### src/rtl/disp_source_sel.sv
// Debug-value selector for the 4-digit 7-seg driver: two debounced buttons step through
// eight 16-bit pages of CPU state, and a freeze switch holds the displayed number.
module disp_source_sel #(
  parameter int DEB_CYCLES = 1_000_000,
  parameter int CNT_W      = 20
) (
  input  logic        clk,
  input  logic        rst_n,
  input  logic        btn_next,
  input  logic        btn_prev,
  input  logic        freeze,
  input  logic [31:0] pc,
  input  logic [31:0] instr,
  input  logic [31:0] alu_out,
  input  logic [31:0] rf_rdata,
  input  logic [3:0]  cpu_state,
  output logic [2:0]  page,
  output logic [15:0] number
);

  localparam logic [CNT_W-1:0] DEB_MAX = CNT_W'(DEB_CYCLES - 1);
  localparam int BTN_NEXT = 0;
  localparam int BTN_PREV = 1;

  logic [1:0]            w_btn_raw;
  logic [1:0]            r_sync1;
  logic [1:0]            r_sync2;
  logic [1:0]            r_stable;
  logic [1:0]            r_stable_q;
  logic [1:0][CNT_W-1:0] r_cnt;
  logic [1:0]            w_stable_nxt;
  logic [1:0][CNT_W-1:0] w_cnt_nxt;
  logic [1:0]            w_pulse;
  logic [2:0]            r_page;
  logic [2:0]            w_page_nxt;
  logic [15:0]           r_number;
  logic [15:0]           w_sel;

  assign w_btn_raw = {btn_prev, btn_next};

  // Two-flop synchroniser per button; nothing downstream looks at the raw pins.
  // NOTE: sequential state uses non-blocking (<=) so every flop samples pre-edge values.
  always_ff @(posedge clk or negedge rst_n) begin
    if (!rst_n) begin
      r_sync1 <= '0;
      r_sync2 <= '0;
    end else begin
      r_sync1 <= w_btn_raw;
      r_sync2 <= r_sync1;
    end
  end

  // NOTE: every always_comb output gets a default first, so no path can infer a latch.
  always_comb begin
    w_stable_nxt = r_stable;
    w_cnt_nxt    = r_cnt;
    for (int i = 0; i < 2; i++) begin
      if (r_sync2[i] != r_stable[i]) begin
        if (r_cnt[i] == DEB_MAX) begin
          w_stable_nxt[i] = r_sync2[i];
          w_cnt_nxt[i]    = '0;
        end else begin
          w_cnt_nxt[i] = r_cnt[i] + 1'b1;
        end
      end else begin
        // Any bounce back to the accepted level restarts the stability window.
        w_cnt_nxt[i] = '0;
      end
    end
  end

  always_ff @(posedge clk or negedge rst_n) begin
    if (!rst_n) begin
      r_stable   <= '0;
      r_stable_q <= '0;
      r_cnt      <= '0;
    end else begin
      r_stable   <= w_stable_nxt;
      r_stable_q <= r_stable;
      r_cnt      <= w_cnt_nxt;
    end
  end

  // Press edge only; releases never step the page.
  assign w_pulse = r_stable & ~r_stable_q;

  always_comb begin
    w_page_nxt = r_page;
    case (w_pulse)
      2'b01:   w_page_nxt = r_page + 3'd1;
      2'b10:   w_page_nxt = r_page - 3'd1;
      default: w_page_nxt = r_page;
    endcase
  end

  always_ff @(posedge clk or negedge rst_n) begin
    if (!rst_n) begin
      r_page <= '0;
    end else begin
      r_page <= w_page_nxt;
    end
  end

  always_comb begin
    w_sel = '0;
    case (r_page)
      3'd0:    w_sel = pc[15:0];
      3'd1:    w_sel = pc[31:16];
      3'd2:    w_sel = instr[15:0];
      3'd3:    w_sel = instr[31:16];
      3'd4:    w_sel = alu_out[15:0];
      3'd5:    w_sel = alu_out[31:16];
      3'd6:    w_sel = rf_rdata[15:0];
      default: w_sel = {cpu_state, 9'b0, r_page};
    endcase
  end

  always_ff @(posedge clk or negedge rst_n) begin
    if (!rst_n) begin
      r_number <= '0;
    end else if (!freeze) begin
      r_number <= w_sel;
    end
  end

  // Sanity checks on the debounce counter sizing, kept out of synthesis by construction.
  if (DEB_CYCLES < 1) begin : g_bad_deb
    $error("DEB_CYCLES must be at least 1");
  end
  if ((DEB_CYCLES - 1) >= (2 ** CNT_W)) begin : g_bad_cnt_w
    $error("CNT_W too narrow for DEB_CYCLES-1");
  end

  assign page   = r_page;
  assign number = r_number;

endmodule
### config.mk
export PLATFORM = sky130hd
export DESIGN_NAME = disp_source_sel
export DESIGN_NICKNAME = d
export VERILOG_FILES = /design/src/rtl/disp_source_sel.sv
export SDC_FILE = /design/constraint.sdc
export NUM_CORES = 1
export LEC_CHECK = 0
export CAP_MARGIN = 20
export CELL_PAD_IN_SITES_DETAIL_PLACEMENT = 0
export CELL_PAD_IN_SITES_GLOBAL_PLACEMENT = 1
export CORE_MARGIN = 4
export CORE_UTILIZATION = 25
export CTS_CLUSTER_SIZE = 40
export DETAILED_ROUTE_END_ITERATION = 8
export HOLD_SLACK_MARGIN = 0.03
export PLACE_DENSITY = 0.72
export SLEW_MARGIN = 15
export SYNTH_ARGS = -nofsm -noshare
export SYNTH_HDL_FRONTEND = slang
export SYNTH_SLANG_ARGS = --single-unit
export TNS_END_PERCENT = 50
### constraint.sdc
create_clock -name clk -period 2.5 [get_ports clk]
set_input_delay 0.5 -clock clk [delete_from_list [all_inputs] [get_ports clk]]
set_output_delay 0.5 -clock clk [all_outputs]
set_load 0.02 [all_outputs]
==> results of run 1 <==
[critical path: stages (launching register included)]
cell      delay (ns)
dfrtp_1         0.45
ha_1            0.24
ha_1            0.19
buf_4           0.21
nor4_2          0.25
buf_4           0.19
a31oi_1         0.05
a311oi_1        0.42
a21o_1          0.13
[where the power goes]
group | total [mW] | leakage (nW) | switching, mW | internal (mW)
Sequential | 1.14 | 0.892 | 0.0226 | 1.12
Clock | 1.36 | 0.156 | 0.485 | 0.879
Combinational | 0.404 | 1.24 | 0.146 | 0.257
Total | 2.91 | 2.29 | 0.654 | 2.26
[flip-flops by register name (all words and copies together), names as in the netlist]
signal,count
r_cnt,40
r_stable,2
number,16
page,3
r_sync1,2
r_sync2,2
r_stable_q,2
[cell type report]
| type | count | area, um2 | share of cell area (%) |
|---|---|---|---|
| clock buffers | 9 | 225 | 3.79 |
| repair buffers | 151 | 1500 | 25.2 |
| clock inverters | 7 | 98.8 | 1.66 |
| inverters | 13 | 48.8 | 0.820 |
| multi-input cells | 297 | 2130 | 35.9 |
| flip-flops and latches | 67 | 1680 | 28.2 |
| well taps | 211 | 264 | 4.44 |
[how the worst min path moves through the flow]
stage | to | slack [ns] | depth (start not counted)
2_1_floorplan | number[0] | 0.20 | 0
4_1_cts | r_cnt[29] | 0.21 | 1
3_3_place_gp | r_sync2[0] | 0.34 | 0
6_report | r_cnt[29] | 0.19 | 1
3_5_place_dp | r_sync2[0] | 0.34 | 0
5_1_grt | r_cnt[29] | 0.24 | 1
[cells by family (layout without fill, tap and decap cells)]
family / after synthesis / after routing
AO/OA/AOI/OAI: 94 / 94
multiplexers: 33 / 33
AND/OR/NAND/NOR: 129 / 129
XOR/XNOR: 32 / 32
buffers and inverters: 35 / 180
flip-flops: 67 / 67
adder cells (fa/ha/maj): 9 / 9
[routing by layer]
layer	up-vias	part of all wire [%]	global-route usage [%]
met5	-	0	0
met4	0	1.1	3.89
met3	12	8.2	4.01
met2	134	46	22.3
met1	1740	45	17.3
li1	1772	-	-
[Yosys cell counts, types with 6 or more instances]
master,count,area (um2)
nor3_1,7,35.0
xnor2_1,29,254
inv_1,13,48.8
o21ai_0,19,95.1
dfrtp_1,67,1680
nor4_1,10,62.6
clkbuf_1,15,56.3
a21oi_1,16,80.1
a22o_1,6,52.6
or3_1,6,37.5
a22oi_1,13,97.6
nand2_1,21,78.8
ha_1,9,113
nor2_1,40,150
mux2_2,33,372
a221oi_1,16,140
nand3_1,10,50.1
nand4_1,8,50.1
[per-stage QoR]
step | utilization, % | power (mW) | cells | hold WS (ns) | setup slack [ns]
3_3_place_gp | 36.6 | 1.56 | 739 | 0.335 | 0.375
5_1_grt | 38.7 | 3.02 | 755 | 0.241 | 0.191
2_1_floorplan | - | 1.27 | 399 | 0.204 | 0.0409
4_1_cts | 38.7 | 2.95 | 755 | 0.207 | 0.292
6_report | 38.7 | 2.91 | 755 | 0.188 | 0.310
3_5_place_dp | 36.6 | 1.57 | 739 | 0.343 | 0.296
==> metrics.md, run 1 <==
| Metric | Value |
|---|---|
| H-tree levels | `3` |
| Vias | `3,658` |
| Xor/xnor share of the synthesized area | `7.09%` |
| CP Capture Point | `number[14]` |
| Netlist cell types | `45` |
| R2R Path Start | `page[0]` |
| I/O Pins | `156` |
| Ys async rst share | `100%` |
| Antenna violations before repair | `0` |
| Post-Synth Simple-Gate Area | `17.8%` |
| Number of CTS-inserted buffers | `9` |
| Status | `finished clean` |
| Clk sinks | `67` |
| Placed inst area | `0.00563 mm2` |
| GRT overflow | `0` |
| GRT Util Overall | `13.6%` |
| Final Hold Fails | `0` |
| Worst VDD drop | `between 0.3 and 0.4 mV` |
| FF-to-FF path depth | `8` |
| Width of the chip | `134 um` |
| Mux cell area share after synthesis | `9.40%` |
| Row count | `45` |
| Worst setup EP type | `register` |
| Worst R2R End | `number[14]` |
| Core area | `around 0.015 mm2` |
| Seq/Total Area, Yosys | `42.4%` |
| Maximum clock frequency | `0.457 GHz` |
| DP HPWL | `around 9500 um` |
| Fin Clk Skew | `0.0104 ns` |
| Ys flop type | `dfrtp_1` |
| Hold Path Class | `in2async` |
| Number of global-route vias before repair | `around 3,700` |
| Mean Syn Cell Area | `9.91 um2` |
| Starting Density | `25.7%` |
| Critical Path RT | `2.77 ns` |
| Root Driver | `clkbuf_16` |
| Post-Synthesis Cells | `about 400` |
| Worst Tran Pin Value | `roughly 0.65 ns` |
| Tmin final | `around 2.2 ns` |
| Reg2reg setup slack | `0.31 ns` |
| First-pass GRT wire length | `19,700 um` |
| CTS hold repair buffers | `0` |
| Antenna Nets Post-Route | `0` |
| Leading cell types in the layout, fill and taps excluded | `138 x clkdlybuf4s50_1, 66 x dfrtp_1, 40 x nor2_1` |
| Number of fill cells | `1,511` |
| Most common library cell in the layout ignoring fill and taps | `clkdlybuf4s50_1` |
| Synth Net Count | `545` |
| Slew headroom | `a little under three fifths` |
| Setup violators final | `0` |
| RSZ-0062 raised after global routing | `false` |
| Worst path arrival time | `2.46 ns` |
| Post-CTS setup buffers | `0` |
| DRC Markers | `0` |
| Largest family of logic cells by synthesized area | `simple AND/OR/NAND/NOR gates` |
| Yosys warnings | `0` |
| Synth Register Bits | `67` |
| Crit. Startpoint | `page[0]` |
| Clock tree buffer depth | `2` |
| DR pass1 iterations | `4` |
| Die footprint | `0.0179 mm2` |
| Clk slew on worst S/H paths | `0.06 ns` |
| Largest net degree at the start of global routing | `52` |
| Average wire per cell in the routed design | `16.2 um` |
| Final setup TNS | `0 ns` |
| PortBufs | `~140` |
| Adder-cell share of the synthesized area | `2.85%` |
| Setup Crit Path Kind | `reg2reg` |
| Total power per unit cell area | `489 mW/mm2` |
| Layout cells sized above 1 | `between 10% and 20%` |
| Vias per cell | `4.85` |
| EDFF count, synth | `0` |
| Drt total wl | `12,200 um` |
| GPL Wtd Cong | `0.837` |
| DRT iter0 DRCs | `187` |
| Netlist Area Pre-Place | `0.00396 mm2` |
| Synth Area in Compound Gates | `16.8%` |
| Antenna cells | `0` |
| Final #Nets | `685` |
| Worst skew pair latency | `roughly 0.33 ns` |
| Slew Limit Fails | `0` |
| Area delta synth->final | `50.4%` |
| CP max FO | `17` |
| Max-cap viol count | `0` |
| Final Cell Area | `0.00595 mm2` |
| Tcrit/Tclk final | `87.6%` |
| CTS resizes | `0` |
| Crit path launch type | `register` |
| CTS tree | `yes` |
| Die Y | `approximately 130 um` |
| Leak Pwr | `2.29 nW` |
No activity file was read; power rests on OpenSTA's default activity.
==> run 2: changes to the inputs <==
- PLACE_DENSITY: 0.72 -> 0.7
- clock period: 2.5 -> 2.13 ns (I/O delays scaled with it)
==> run 2 against run 1 <==
Effect of this change:
- core utilization increased by 0.86 points
- total power increased by 25%
- final cell count rose by 0.93%
- non-clock buffer count up 7
- hold slack got worse by 0.085 ns
- critical path depth shrank 6
- clock skew down 0.0037 ns
- clock-buffer cell count increased by 1
- global-route usage is 0.46 points higher
- combinational power rose by 19%
- sequential share of layout area shrank 0.59 points
- largest power group unchanged
==> metrics.md, run 2 (same netlist as run 1, synthesis figures left out) <==
| Metric | Value |
|---|---|
| DRT iter0 DRCs | `158 (-16%)` |
| PortBufs | `139 (unchanged)` |
| Setup Crit Path Kind | `reg2out` |
| Vias | `3,652 (-0.16%)` |
| R2R Path Start | `page[0]` |
| Vias per cell | `4.79 (-1.1%)` |
| Antenna Nets Post-Route | `0 (unchanged)` |
| Max-cap viol count | `0 (unchanged)` |
| Antenna cells | `0 (unchanged)` |
| Tmin final | `2.00 ns` |
| Worst VDD drop | `0.321 mV (-9.1%)` |
| Hold Path Class | `in2async` |
| Max reg flops | `40 (unchanged)` |
| Worst skew pair latency | `0.33 ns (about the same)` |
| Number of global-route vias before repair | `3,633 (-2.7%)` |
| Most common library cell in the layout ignoring fill and taps | `clkdlybuf4s50_1` |
| DRC Markers | `0 (unchanged)` |
| Layout cells sized above 1 | `15.2% (+2.0 points)` |
| Total power per unit cell area | `596 mW/mm2 (+22%)` |
| CP bufs+invs | `2 (unchanged)` |
| Crit. Startpoint | `page[2]` |
| GRT Util Overall | `14.0% (+0.46 points)` |
| Leak Pwr | `2.34 nW (+2.5%)` |
| CP max FO | `29 (+12)` |
| Worst Tran Pin Value | `0.531 ns (-0.124 ns)` |
| Maximum clock frequency | `between 0.4 and 0.5 GHz` |
| RSZ-0062 raised after global routing | `false` |
| Clk sinks | `67 (unchanged)` |
| Crit path launch type | `register` |
| Root Driver | `clkbuf_16` |
| Status | `finished clean` |
| DP HPWL | `9390 um (-0.91%)` |
| Largest reg by FF count | `r_cnt` |
| Crit path cell chain | `buf_12, clkdlybuf4s50_1` |
| First-pass GRT wire length | `20,300 um (+2.6%)` |
| Average wire per cell in the routed design | `16.2 um (about the same)` |
| Core area | `0.0154 mm2 (unchanged)` |
| Area delta synth->final | `53.8%` |
| Worst path arrival time | `1.58 ns (-0.88 ns)` |
| Final setup TNS | `0 ns (unchanged)` |
| H-tree levels | `3 (unchanged)` |
| Tcrit/Tclk final | `94.0%` |
| GPL Wtd Cong | `0.816 (-2.5%)` |
| Pwr Total | `3.63 mW (+25%)` |
| Worst path slowest cell | `clkdlybuf4s50_1` |
| GRT overflow | `0 (unchanged)` |
| Worst setup EP type | `primary output` |
| Fin Clk Skew | `0.00669 ns (-0.00367 ns)` |
| Width of the chip | `134 um (unchanged)` |
| I/O Pins | `156 (unchanged)` |
| Antenna violations before repair | `0 (unchanged)` |
| Hold slack final | `0.104 ns (-0.0845 ns)` |
| Leading cell types in the layout, fill and taps excluded | `138 x clkdlybuf4s50_1, 65 x dfrtp_1, 40 x nor2_1` |
| CTS tree | `yes` |
| Slew headroom | `64.5% (+8.1 points)` |
| Delay-heaviest family, CP | `buffers and inverters` |
| CP peak stage delay | `0.63 ns (+0.18 ns)` |
| CTS hold repair buffers | `0 (unchanged)` |
| Largest net degree at the start of global routing | `68 (+31%)` |
| Clk slew on worst S/H paths | `0.06 ns (about the same)` |
| Drt total wl | `12,300 um (+1.0%)` |
| Final #Nets | `692 (+1.0%)` |
| Row count | `45 (unchanged)` |
| Clock tree buffer depth | `2 (unchanged)` |
| Die Y | `134 um (unchanged)` |
| Starting Density | `25.7% (unchanged)` |
| Number of CTS-inserted buffers | `9 (unchanged)` |
| Critical Path RT | `1.70 ns (-1.07 ns)` |
| Setup violators final | `0 (unchanged)` |
| Die footprint | `0.0179 mm2 (unchanged)` |
| Final Hold Fails | `0 (unchanged)` |
| DR pass1 iterations | `4 (unchanged)` |
| Slew Limit Fails | `0 (unchanged)` |
run 2: changes by cell type in the layout (fill, tap and decap cells not counted), moves of 2 or more:
cell | previous run | this run
buf_4 | 10 | 16
bufinv_16 | 2 | 4
inv_6 | 2 | 0
o21ai_0 | 19 | 17
o21ai_1 | 0 | 2
run 2: final timing paths:
check                           slack, ns  depth (start not counted)          to
worst min-delay path                 0.10                          2  r_sync1[1]
worst min register to register       0.37                          0  r_sync2[0]
worst max-delay path                 0.13                          2     page[2]
min in group clk                     0.37                          0  r_sync2[0]
worst max register to register       0.17                          6   number[1]
max in group asynchronous            1.72                          2     page[2]
run 2: worst reg2reg max path, cell delays in order, from the launching register on:
cell and delay [ns]:
dfrtp_1 0.46, inv_1 0.12, ha_1 0.27, or4_4 0.61, nor2_1 0.15, a311oi_1 0.07
a21o_1 0.18
run 2: routing by layer:
metal	track usage (%)	routed length [um]	up-vias
met1	18.7	5540	1736
met2	22.0	5640	120
met4	4.23	170	0
li1	-	-	1784
met5	0	0	-
met3	4.09	987	12
run 2: per-stage QoR:
| step | utilization, % | cells | setup WS [ns] | instance area (um2) |
|---|---|---|---|---|
| CTS | 39.4 | 760 | 0.0370 | 6050 |
| global placement | 37.0 | 744 | 0.131 | 5690 |
| detailed placement | 37.0 | 744 | 0.0617 | 5690 |
| finish | 39.6 | 762 | 0.128 | 6080 |
| global route | 39.6 | 762 | 0.00815 | 6080 |
| floorplan | - | 399 | 0.00473 | 4020 |
run 2: layout make-up:
class | instances | area [um2]
Tap cell | 211 | 264
Sequential cell | 67 | 1680
Multi-Input combinational cell | 297 | 2160
Clock buffer | 10 | 229
Fill cell | 1522 | 9290
Clock inverter | 6 | 138
Timing Repair Buffer | 158 | 1570
Inverter | 13 | 48.8
run 2: report_power, final:
part / switching (mW) / leakage [nW] / internal, mW
Sequential: 0.0266 / 0.890 / 1.31
Combinational: 0.172 / 1.28 / 0.307
Clock: 0.541 / 0.177 / 1.27
Total: 0.740 / 2.34 / 2.89
run 2: repair_timing:
item	CTS	global route
endpoints found under the setup margin	0	7
buffers inserted	0	2
hold endpoints to repair	0	0
resized for setup	0	6
